<file path="config.mk">
export PLATFORM = sky130hd
export DESIGN_NAME = lsu_mem_stage
export DESIGN_NICKNAME = d
export VERILOG_FILES = /design/src/rtl/lsu_pkg.sv /design/src/rtl/lsu_mem_stage_select.sv /design/src/rtl/lsu_mem_stage.sv
export SDC_FILE = /design/constraint.sdc
export NUM_CORES = 1
export LEC_CHECK = 0
export BUFFER_PORTS_ARGS = -buffer_cell sky130_fd_sc_hd__buf_4
export CORE_AREA = 3 3 239 241
export DETAILED_ROUTE_END_ITERATION = 10
export DIE_AREA = 0 0 242 244
export PLACE_DENSITY_LB_ADDON = 0.05
export SLEW_MARGIN = 20
export SYNTH_ARGS = -nofsm -noshare
export SYNTH_HDL_FRONTEND = slang
export SYNTH_SLANG_ARGS = --single-unit
</file>
<file path="constraint.sdc">
create_clock -name clk -period 9.37 [get_ports clk]
set_input_delay 0.4685 -clock clk [delete_from_list [all_inputs] [get_ports clk]]
set_output_delay 0.4685 -clock clk [all_outputs]
set_load 0.01 [all_outputs]
</file>
<file path="src/rtl/lsu_pkg.sv">
// Shared types and sizes for the LSU memory stage.
// Latency: n/a (types and pure functions only).
// Backpressure: n/a.
package lsu_pkg;

    localparam int XLEN          = 32;
    localparam int ROB_TAG_WIDTH = 6;
    localparam int LDQ_SIZE      = 4;
    localparam int STQ_SIZE      = 4;
    localparam int LDQ_IDX_W     = $clog2(LDQ_SIZE);
    localparam int STQ_IDX_W     = $clog2(STQ_SIZE);

    typedef enum logic [2:0] {
        IDLE,
        LD_MEM,
        LD_WAIT,
        ST_REQ,
        ST_WAIT
    } mem_stage_state_t;

    typedef struct packed {
        logic                     valid;
        logic                     address_valid;
        logic [XLEN-1:0]          address;
        logic                     executed;
        logic                     succeeded;
        logic [ROB_TAG_WIDTH-1:0] rob_tag;
    } load_queue_entry;

    typedef struct packed {
        logic                     valid;
        logic                     committed;
        logic                     address_valid;
        logic                     data_valid;
        logic [XLEN-1:0]          address;
        logic [XLEN-1:0]          data;
        logic [ROB_TAG_WIDTH-1:0] rob_tag;
    } store_queue_entry;

    // A load may be sent to the memory stage once its address is known and it
    // has not already been executed or completed.
    function automatic logic load_issuable(input load_queue_entry e);
        return e.valid & e.address_valid & ~e.executed & ~e.succeeded;
    endfunction

    // A store is written to the cache only when fully resolved and committed.
    function automatic logic store_eligible(input store_queue_entry e);
        return e.valid & e.committed & e.address_valid & e.data_valid;
    endfunction

endpackage

</file>
<file path="src/rtl/lsu_mem_stage_select.sv">
// Wrap-around priority picker: first set bit at or after head, modulo DEPTH.
// Latency: combinational.
// Backpressure: none; DEPTH must be a power of two so the index wraps naturally.
module oldest_ready_select #(
    parameter  int DEPTH = 4,
    localparam int IDX_W = $clog2(DEPTH)
) (
    input  logic [DEPTH-1:0] ready,
    input  logic [IDX_W-1:0] head,
    output logic             found,
    output logic [IDX_W-1:0] index
);

    logic [IDX_W-1:0] pos;

    // Scan oldest-first from head; the first ready slot wins.
    always_comb begin
        found = 1'b0;
        index = '0;
        pos   = '0;
        for (int i = 0; i < DEPTH; i++) begin
            pos = head + IDX_W'(i);
            if (!found && ready[pos]) begin
                found = 1'b1;
                index = pos;
            end
        end
    end

endmodule

</file>
<file path="src/rtl/lsu_mem_stage.sv">
// Memory-stage controller: issues the committed STQ head or the oldest ready load to L1.
// Latency: select c0, request c1, response c2, success pulse c3 (forwarded load: success c2).
// Backpressure: single outstanding request; mem_req_* held stable until mem_req_ready.
module lsu_mem_stage
    import lsu_pkg::*;
(
    input  logic                     clk,
    input  logic                     reset,
    input  load_queue_entry          load_queue_entries [LDQ_SIZE],
    input  logic [LDQ_IDX_W-1:0]     ldq_head,
    input  store_queue_entry         store_queue_entries [STQ_SIZE],
    input  logic [STQ_IDX_W-1:0]     stq_head,
    output logic [LDQ_IDX_W-1:0]     ldq_mem_stage_index,
    input  logic                     kill_mem_req,
    input  logic                     forward,
    input  logic [STQ_IDX_W-1:0]     stq_forward_index,
    output logic                     mem_req_valid,
    input  logic                     mem_req_ready,
    output logic                     mem_req_write,
    output logic [XLEN-1:0]          mem_req_addr,
    output logic [XLEN-1:0]          mem_req_wdata,
    input  logic                     mem_resp_valid,
    input  logic [XLEN-1:0]          mem_resp_data,
    output logic                     load_executed,
    output logic [LDQ_IDX_W-1:0]     load_executed_index,
    output logic                     load_succeeded,
    output logic [ROB_TAG_WIDTH-1:0] load_succeeded_rob_tag,
    output logic [XLEN-1:0]          load_result,
    output logic                     store_succeeded,
    output logic [ROB_TAG_WIDTH-1:0] store_succeeded_rob_tag
);

    mem_stage_state_t         state;
    logic [LDQ_IDX_W-1:0]     ld_idx;
    logic [XLEN-1:0]          req_addr;
    logic [XLEN-1:0]          st_data;
    logic [ROB_TAG_WIDTH-1:0] op_tag;

    logic [LDQ_SIZE-1:0]      ld_ready;
    logic                     ld_found;
    logic [LDQ_IDX_W-1:0]     ld_pick;
    logic                     store_go;

    // Per-entry issuable flags for the picker.
    always_comb begin
        ld_ready = '0;
        for (int i = 0; i < LDQ_SIZE; i++) begin
            ld_ready[i] = load_issuable(load_queue_entries[i]);
        end
    end

    oldest_ready_select #(
        .DEPTH (LDQ_SIZE)
    ) u_ld_select (
        .ready (ld_ready),
        .head  (ldq_head),
        .found (ld_found),
        .index (ld_pick)
    );

    // The STQ only pops the head after seeing store_succeeded, so during that
    // pulse the just-written store still looks eligible and must not reissue.
    assign store_go = store_eligible(store_queue_entries[stq_head]) && !store_succeeded;

    assign mem_req_valid       = (state == ST_REQ) ||
                                 ((state == LD_MEM) && !kill_mem_req && !forward);
    assign mem_req_write       = (state == ST_REQ);
    assign mem_req_addr        = mem_req_valid ? req_addr : '0;
    assign mem_req_wdata       = mem_req_write ? st_data : '0;
    assign load_executed       = (state == LD_MEM) && !kill_mem_req &&
                                 (forward || mem_req_ready);
    assign load_executed_index = ld_idx;
    assign ldq_mem_stage_index = ld_idx;

    // Stage FSM with operand latches and registered success outputs.
    always_ff @(posedge clk or posedge reset) begin
        if (reset) begin
            state                   <= IDLE;
            ld_idx                  <= '0;
            req_addr                <= '0;
            st_data                 <= '0;
            op_tag                  <= '0;
            load_succeeded          <= 1'b0;
            load_succeeded_rob_tag  <= '0;
            load_result             <= '0;
            store_succeeded         <= 1'b0;
            store_succeeded_rob_tag <= '0;
        end else begin
            load_succeeded  <= 1'b0;
            store_succeeded <= 1'b0;
            case (state)
                IDLE: begin
                    if (store_go) begin
                        req_addr <= store_queue_entries[stq_head].address;
                        st_data  <= store_queue_entries[stq_head].data;
                        op_tag   <= store_queue_entries[stq_head].rob_tag;
                        state    <= ST_REQ;
                    end else if (ld_found) begin
                        ld_idx   <= ld_pick;
                        req_addr <= load_queue_entries[ld_pick].address;
                        op_tag   <= load_queue_entries[ld_pick].rob_tag;
                        state    <= LD_MEM;
                    end
                end
                LD_MEM: begin
                    if (kill_mem_req) begin
                        // Load stays issuable in the LDQ and is picked again.
                        state <= IDLE;
                    end else if (forward) begin
                        load_result            <= store_queue_entries[stq_forward_index].data;
                        load_succeeded_rob_tag <= op_tag;
                        load_succeeded         <= 1'b1;
                        state                  <= IDLE;
                    end else if (mem_req_ready) begin
                        state <= LD_WAIT;
                    end
                end
                LD_WAIT: begin
                    if (mem_resp_valid) begin
                        load_result            <= mem_resp_data;
                        load_succeeded_rob_tag <= op_tag;
                        load_succeeded         <= 1'b1;
                        state                  <= IDLE;
                    end
                end
                ST_REQ: begin
                    if (mem_req_ready) begin
                        state <= ST_WAIT;
                    end
                end
                ST_WAIT: begin
                    if (mem_resp_valid) begin
                        store_succeeded_rob_tag <= op_tag;
                        store_succeeded         <= 1'b1;
                        state                   <= IDLE;
                    end
                end
                default: state <= IDLE;
            endcase
        end
    end

endmodule

</file>
# After elaboration in Yosys (flattened, before gate mapping)
# Index checks and enable logic that the tools add are counted.
op_classes:
  eq_ne: 11
  add_sub_neg: 3
  bitwise_logic: 27
  reduce_logical: 25
  muxes: 52
  order_cmp: 7
ops:
  columns: ["cell", "count"]
  rows:
  - ["74-bit binary-select mux with 2-bit select", 2]
  - ["32-bit 2-to-1 mux", 7]
  - ["74-bit 2-to-1 mux", 2]
  - ["42-bit binary-select mux with 2-bit select", 1]
  - ["40-bit 2-to-1 mux", 2]
  - ["38-bit 2-to-1 mux", 2]
  - ["32-bit case mux with 2 select lines", 1]
  - ["6-bit 2-to-1 mux", 5]
  - ["3-bit 2-to-1 mux", 7]
  - ["1-bit AND", 15]
  - ["2-bit by 3-bit < comparator with 1-bit output, second input constant", 4]
  - ["1-bit 2-to-1 mux", 12]
  - ["3-bit case mux with 4 select lines", 1]
  - ["6-bit case mux with 2 select lines", 1]
  - ["3-bit greater-or-equal comparator, second input constant", 3]
  - ["1-bit NOT", 9]
  - ["2-bit NOT with 3-bit output", 3]
  - ["1-bit binary-select mux with 2-bit select", 4]
  - ["2-bit 2-to-1 mux", 4]
  - ["2-bit inequality test, second input constant", 4]
  - ["4-bit AND reduction", 2]
  - ["1-bit logical AND", 7]
  - ["3-bit by 2-bit equality test with 1-bit output, second input constant", 2]
  - ["1-bit logical NOT", 6]
  - ["14 further kinds", 19]
totals:
  output_inout_bits: 117
  inputBits: 508
  word_cells: 135
  regBits: 121

# Logic depth before layout (Yosys ltp)
depth:
  word_depth: 21
  mapped_depth: 9
  mapped_depth_nobuf: 6

# By module
# Synthesis repeated with hierarchy kept, for this count alone.
unflattened:
  cells_unflattened: 763
  area_unflattened_um2: 9415.3
modules_own_cells:
  columns: ["module", "area_per_inst_um2", "instances", "cells_each", "seq_area_each_um2"]
  rows:
  - ["lsu_mem_stage", 9337.7, 1, 748, 3027.9]
  - ["oldest_ready_select", 77.6, 1, 15, 0.0]

# Worst setup path after synthesis
# Ideal clock, no wire load.
synth_path:
  kind: "input to register"
  from: "input port stq_head[0]"
  to: "register st_data[10]"
  path_slack_ns: 7.243
  stages: 4
  setup_time_ns: 0.128
  n_path_buf: 2
  t_required_ns: 9.242
  t_arrival_ns: 1.999
  path_cell_list: "buf_2 > buf_1 > mux4_2 > mux2_1"
synth_via:
  elab_chain_cells: 9
synth_lines:
  columns: ["element", "line_no", "text"]
  rows:
  - ["from (decl)", "lsu_mem_stage.sv:12", "input logic [STQ_IDX_W-1:0] stq_head,"]
  - ["2-bit NOT with 3-bit output (not written as such) (*)", "lsu_mem_stage.sv:63, lsu_mem_stage.sv:95", null]
  - ["74-bit binary-select mux with 2-bit select (*)", "lsu_mem_stage.sv:63, lsu_mem_stage.sv:95", null]
  - ["74-bit 2-to-1 mux (*) (2 in a row)", null, null]
  - ["1-bit AND (3 in a row)", "lsu_pkg.sv:48", "return e.valid & e.committed & e.address_valid & e.data_valid;"]
  - ["1-bit logical AND", "lsu_mem_stage.sv:63", "assign store_go = store_eligible(store_queue_entries[stq_head]) && !store_succeeded;"]
  - ["2-bit AND reduction (no source line)", null, null]
  - ["to (signal assigned)", "lsu_mem_stage.sv:95", "st_data <= store_queue_entries[stq_head].data;"]
  - ["to (decl)", "lsu_mem_stage.sv:36", "logic [XLEN-1:0] st_data;"]
# Mark *: on every way between the ends. The rest lies on a longest branch, timed or not. The select of a mux whose other input is x is not followed.
# A chain may end at the register's enable or synchronous reset.

# Final worst setup path
layout_path:
  from: "register state[0]"
  to: "output port mem_req_addr[16]"
layout_via:
  elab_chain_cells: 5
  word_cells_on_any_way: 6
  cone_classes: "eq/ne: 2; mux: 1; reduce/logical: 3"
layout_lines:
  columns: ["element", "line_no", "text"]
  rows:
  - ["from (decl)", "lsu_mem_stage.sv:33", "mem_stage_state_t state;"]
  - ["from (signal assigned)", "lsu_mem_stage.sv:78", "state <= IDLE;"]
  - ["from (signal assigned)", "lsu_mem_stage.sv:97", "state <= ST_REQ;"]
  - ["from (signal assigned)", "lsu_mem_stage.sv:102", "state <= LD_MEM;"]
  - ["3-bit by 1-bit equality test with 1-bit output", "lsu_mem_stage.sv:66", "((state == LD_MEM) && !kill_mem_req && !forward);"]
  - ["1-bit logical AND (2 in a row)", "lsu_mem_stage.sv:66", null]
  - ["1-bit logical OR (*)", "lsu_mem_stage.sv:65", "assign mem_req_valid = (state == ST_REQ) ||"]
  - ["32-bit 2-to-1 mux (*)", "lsu_mem_stage.sv:68", "assign mem_req_addr = mem_req_valid ? req_addr : '0;"]
  - ["to (decl)", "lsu_mem_stage.sv:20", "output logic [XLEN-1:0] mem_req_addr,"]
# Mark *: on every way between the ends. The rest lies on a longest branch, timed or not.

==> flow_summary.yaml <==
timing:
  min_period_ns: 3.65
  worst_pin_slew_ns: 0.986
  finalClockSkew_ns: 0.00967
  final_max_slew_viol_count: 0
  finalSetupViolCount: 0
  finalSetupTns_ns: 0
  rsz0062_at_grt: "no"
  fmax_mhz: 274
  relSlewSlack_pct: 33.9
  hold_viol_final: 0
  period_share_pct: 38.9
placement:
  dpl_cell_area_sq_mm: 0.0150
  gp_congestion: 0.850
  portBuffers: 624
  hpwlAfterDp_um: 41300
critical_path:
  worstPathArrival_ns: 3.18
  crit_fanout: 36
  start_kind: "flop"
  cp_common_cell: "buf_4"
  worstSetupPathType: "reg2out"
  slowest_stage: "clkinv_1"
  end_kind: "output port"
  path_cells: "nor2b_2, buf_4, o21ai_0, clkinv_1, and2_1, buf_4"
  worstPathRequired_ns: 8.90
  max_stage_delay_ns: 0.88
yosys:
  netlist.top_cell.by_area: "dfrtp_1"
  yosys.area.top_type_share_pct: 31.5
  synth_cell_types: 43
  yosysWarningCount: 0
  ys.flop_type: "dfrtp_1"
  synth_fp_nets: 1305
  synthTopCellsByArea: "dfrtp_1, mux4_2, mux2i_1"
  yosysSeqAreaShare_pct: 31.5
  synthArstFlopShare_pct: 100
  synth_edf_count: 0
  avgSynthCellArea_sq_um: 12.0
  netlist_area_sq_mm: 0.00960
  ys_ff_latch: 121
  syn_inst: 797
  synth_commonest_cells: "dfrtp_1, mux2i_1, mux4_2, mux2_2, nand2_1"
  synth_most_common_cell: "dfrtp_1"
final_layout:
  area_delta_synth_final_pct: 63.2
  fin_area_sq_mm: 0.0157
  nNetsFinal: 1884
  layout-drive-gt1-share_pct: 62.6
drt:
  initialDrtViolationCount: 325
  drc: 0
  via_per_inst: 4.38
  first_pass_iters: 4
  route.vias.total: 9360
  wire_per_inst_um: 24.0
  drt_wl_total_um: 51400
  route.antenna.remaining_nets: 0
global_route:
  overflow: 0
  grt_max_degree: 66
  grt_pass1_vias: 9963
  grt_first_pass_wirelength_um: 72500
  grt_use_total_pct: 16.9
  grt_antenna_before_repair: 2
cts:
  cts_tree: "done"
  cts.clk_slew.worst_paths_ns: 0.06
  cts_setup_buffers: 0
  cts_num_sinks: 121
  cts_made_buffers: 17
  ctsResizeCount: 0
  cts_root_buf: "clkbuf_16"
  clock_latency_ns: 0.45
  clock_path_buffers: 2
  holdBufCountCts: 0
  h-tree-depth: 4
floorplan:
  initial_core_util_pct: 17.4
  die_x_um: 242
  coreArea_sq_mm: 0.0551
  die_h_um: 244
  dieArea_sq_mm: 0.0590
  rows: 86
  io_pins: 625
run_status:
  status: "completed"
min_path:
  hold_class: "in2async"
pwr:
  peakVddDrop_mv: 0.0901
  power_density_mw_per_mm2: 201
  p_leak_uw: 0.00706
run:
  cap_viol_max_count: 0
==> final cells by class <==
cell class | instances | area (sq um)
clock inverter | 12 | 174
sequential | 121 | 3030
antenna | 2 | 5.00
tap | 748 | 936
fill | 5878 | 39400
timing repair buffer | 640 | 4830
clock buffer | 19 | 443
inverter | 6 | 27.5
multi-input combinational | 590 | 6210
==> path summary, 6_finish.rpt <==
| kind | from | to | slack, ns | depth (start not counted) |
|---|---|---|---|---|
| worst max-delay path | state[0] | mem_req_addr[16] | 5.72 | 6 |
| worst min-delay path | reset | load_result[31] | 0.12 | 2 |
| worst max register to register | state[1] | load_succeeded_rob_tag[4] | 6.50 | 6 |
| worst min register to register | st_data[16] | st_data[16] | 0.48 | 1 |
| max in group asynchronous | reset | st_data[29] | 7.93 | 3 |
| min in group clk | mem_req_ready | state[0] | 0.27 | 2 |
==> worst max-delay path: cells and delay by family (launching register included) <==
family | cells | cell delay, ns
flip-flops | 1 | 0.48
AO/OA/AOI/OAI | 1 | 0.22
buffers and inverters | 3 | 1.29
AND/OR/NAND/NOR | 2 | 0.71
==> cell families after synthesis <==
| kind of cell | share of synthesized area, % |
|---|---|
| AO/OA/AOI/OAI | 7.89 |
| flip-flops | 31.5 |
| AND/OR/NAND/NOR | 11.1 |
| buffers and inverters | 4.35 |
| XOR/XNOR | 0.0913 |
| multiplexers | 45.1 |
==> through the flow <==
| stage | std cells | total power [uW] | hold WS (ns) | setup WS (ns) | util (%) |
|---|---|---|---|---|---|
| final | 2138 | 3150 | 0.121 | 5.72 | 28.4 |
| after global routing | 2137 | 3380 | 0.155 | 5.49 | 28.4 |
| after CTS | 2135 | 3230 | 0.125 | 5.61 | 28.4 |
| after detailed placement | 2104 | 2490 | 0.474 | 5.03 | 27.3 |
| after global placement | 2103 | 2460 | 0.465 | 5.07 | 27.2 |
| after floorplan | 797 | 1730 | 0.456 | 5.69 | - |
==> flip-flops by register name, summed over array words and instances (netlist names) <==
name / cells
load_result: 32
store_succeeded_rob_tag: 6
req_addr: 32
op_tag: 6
st_data: 32
load_succeeded_rob_tag: 6
state: 3
load_succeeded: 1
ldq_mem_stage_index: 2
store_succeeded: 1
==> report_power, final <==
part           switching [uW]  total (uW)  internal, uW
sequential                143         921           777
combinational             768        1510           746
clock                     267         716           449
==> cell usage in the layout (no fill, tap or decap), types with 2 or more instances in the layout <==
cell type / netlist / final
buf_4: 4 / 638
and2_1: 33 / 33
nor2_1: 36 / 36
o21ai_1: 3 / 2
inv_6: 0 / 2
nand2_1: 43 / 42
nand3b_1: 2 / 2
clkbuf_16: 0 / 17
nand4bb_1: 2 / 2
a22oi_1: 2 / 2
clkinvlp_4: 0 / 4
a21oi_4: 1 / 2
mux2i_1: 108 / 108
a31oi_1: 2 / 2
bufinv_16: 0 / 4
nand3_1: 40 / 40
inv_1: 6 / 4
and3_1: 34 / 34
o21ai_0: 3 / 3
mux2_1: 30 / 30
nor3_2: 3 / 2
nor3_4: 0 / 2
o211ai_2: 29 / 29
mux4_2: 102 / 102
clkinv_2: 0 / 3
mux2_2: 54 / 54
o211ai_1: 9 / 9
diode_2: 0 / 2
a21oi_1: 36 / 35
dfrtp_1: 121 / 121
and4bb_2: 3 / 3
==> metal layers <==
metal / GRT usage, % / wire length [um] / vias to the layer above
met4: 4.31 / 628 / 0
met2: 29.6 / 26200 / 377
li1: - / - / 4241
met5: 0 / 0 / -
met3: 6.00 / 4150 / 26
met1: 19.6 / 20400 / 4716
Power figures use the tool's default switching activity.
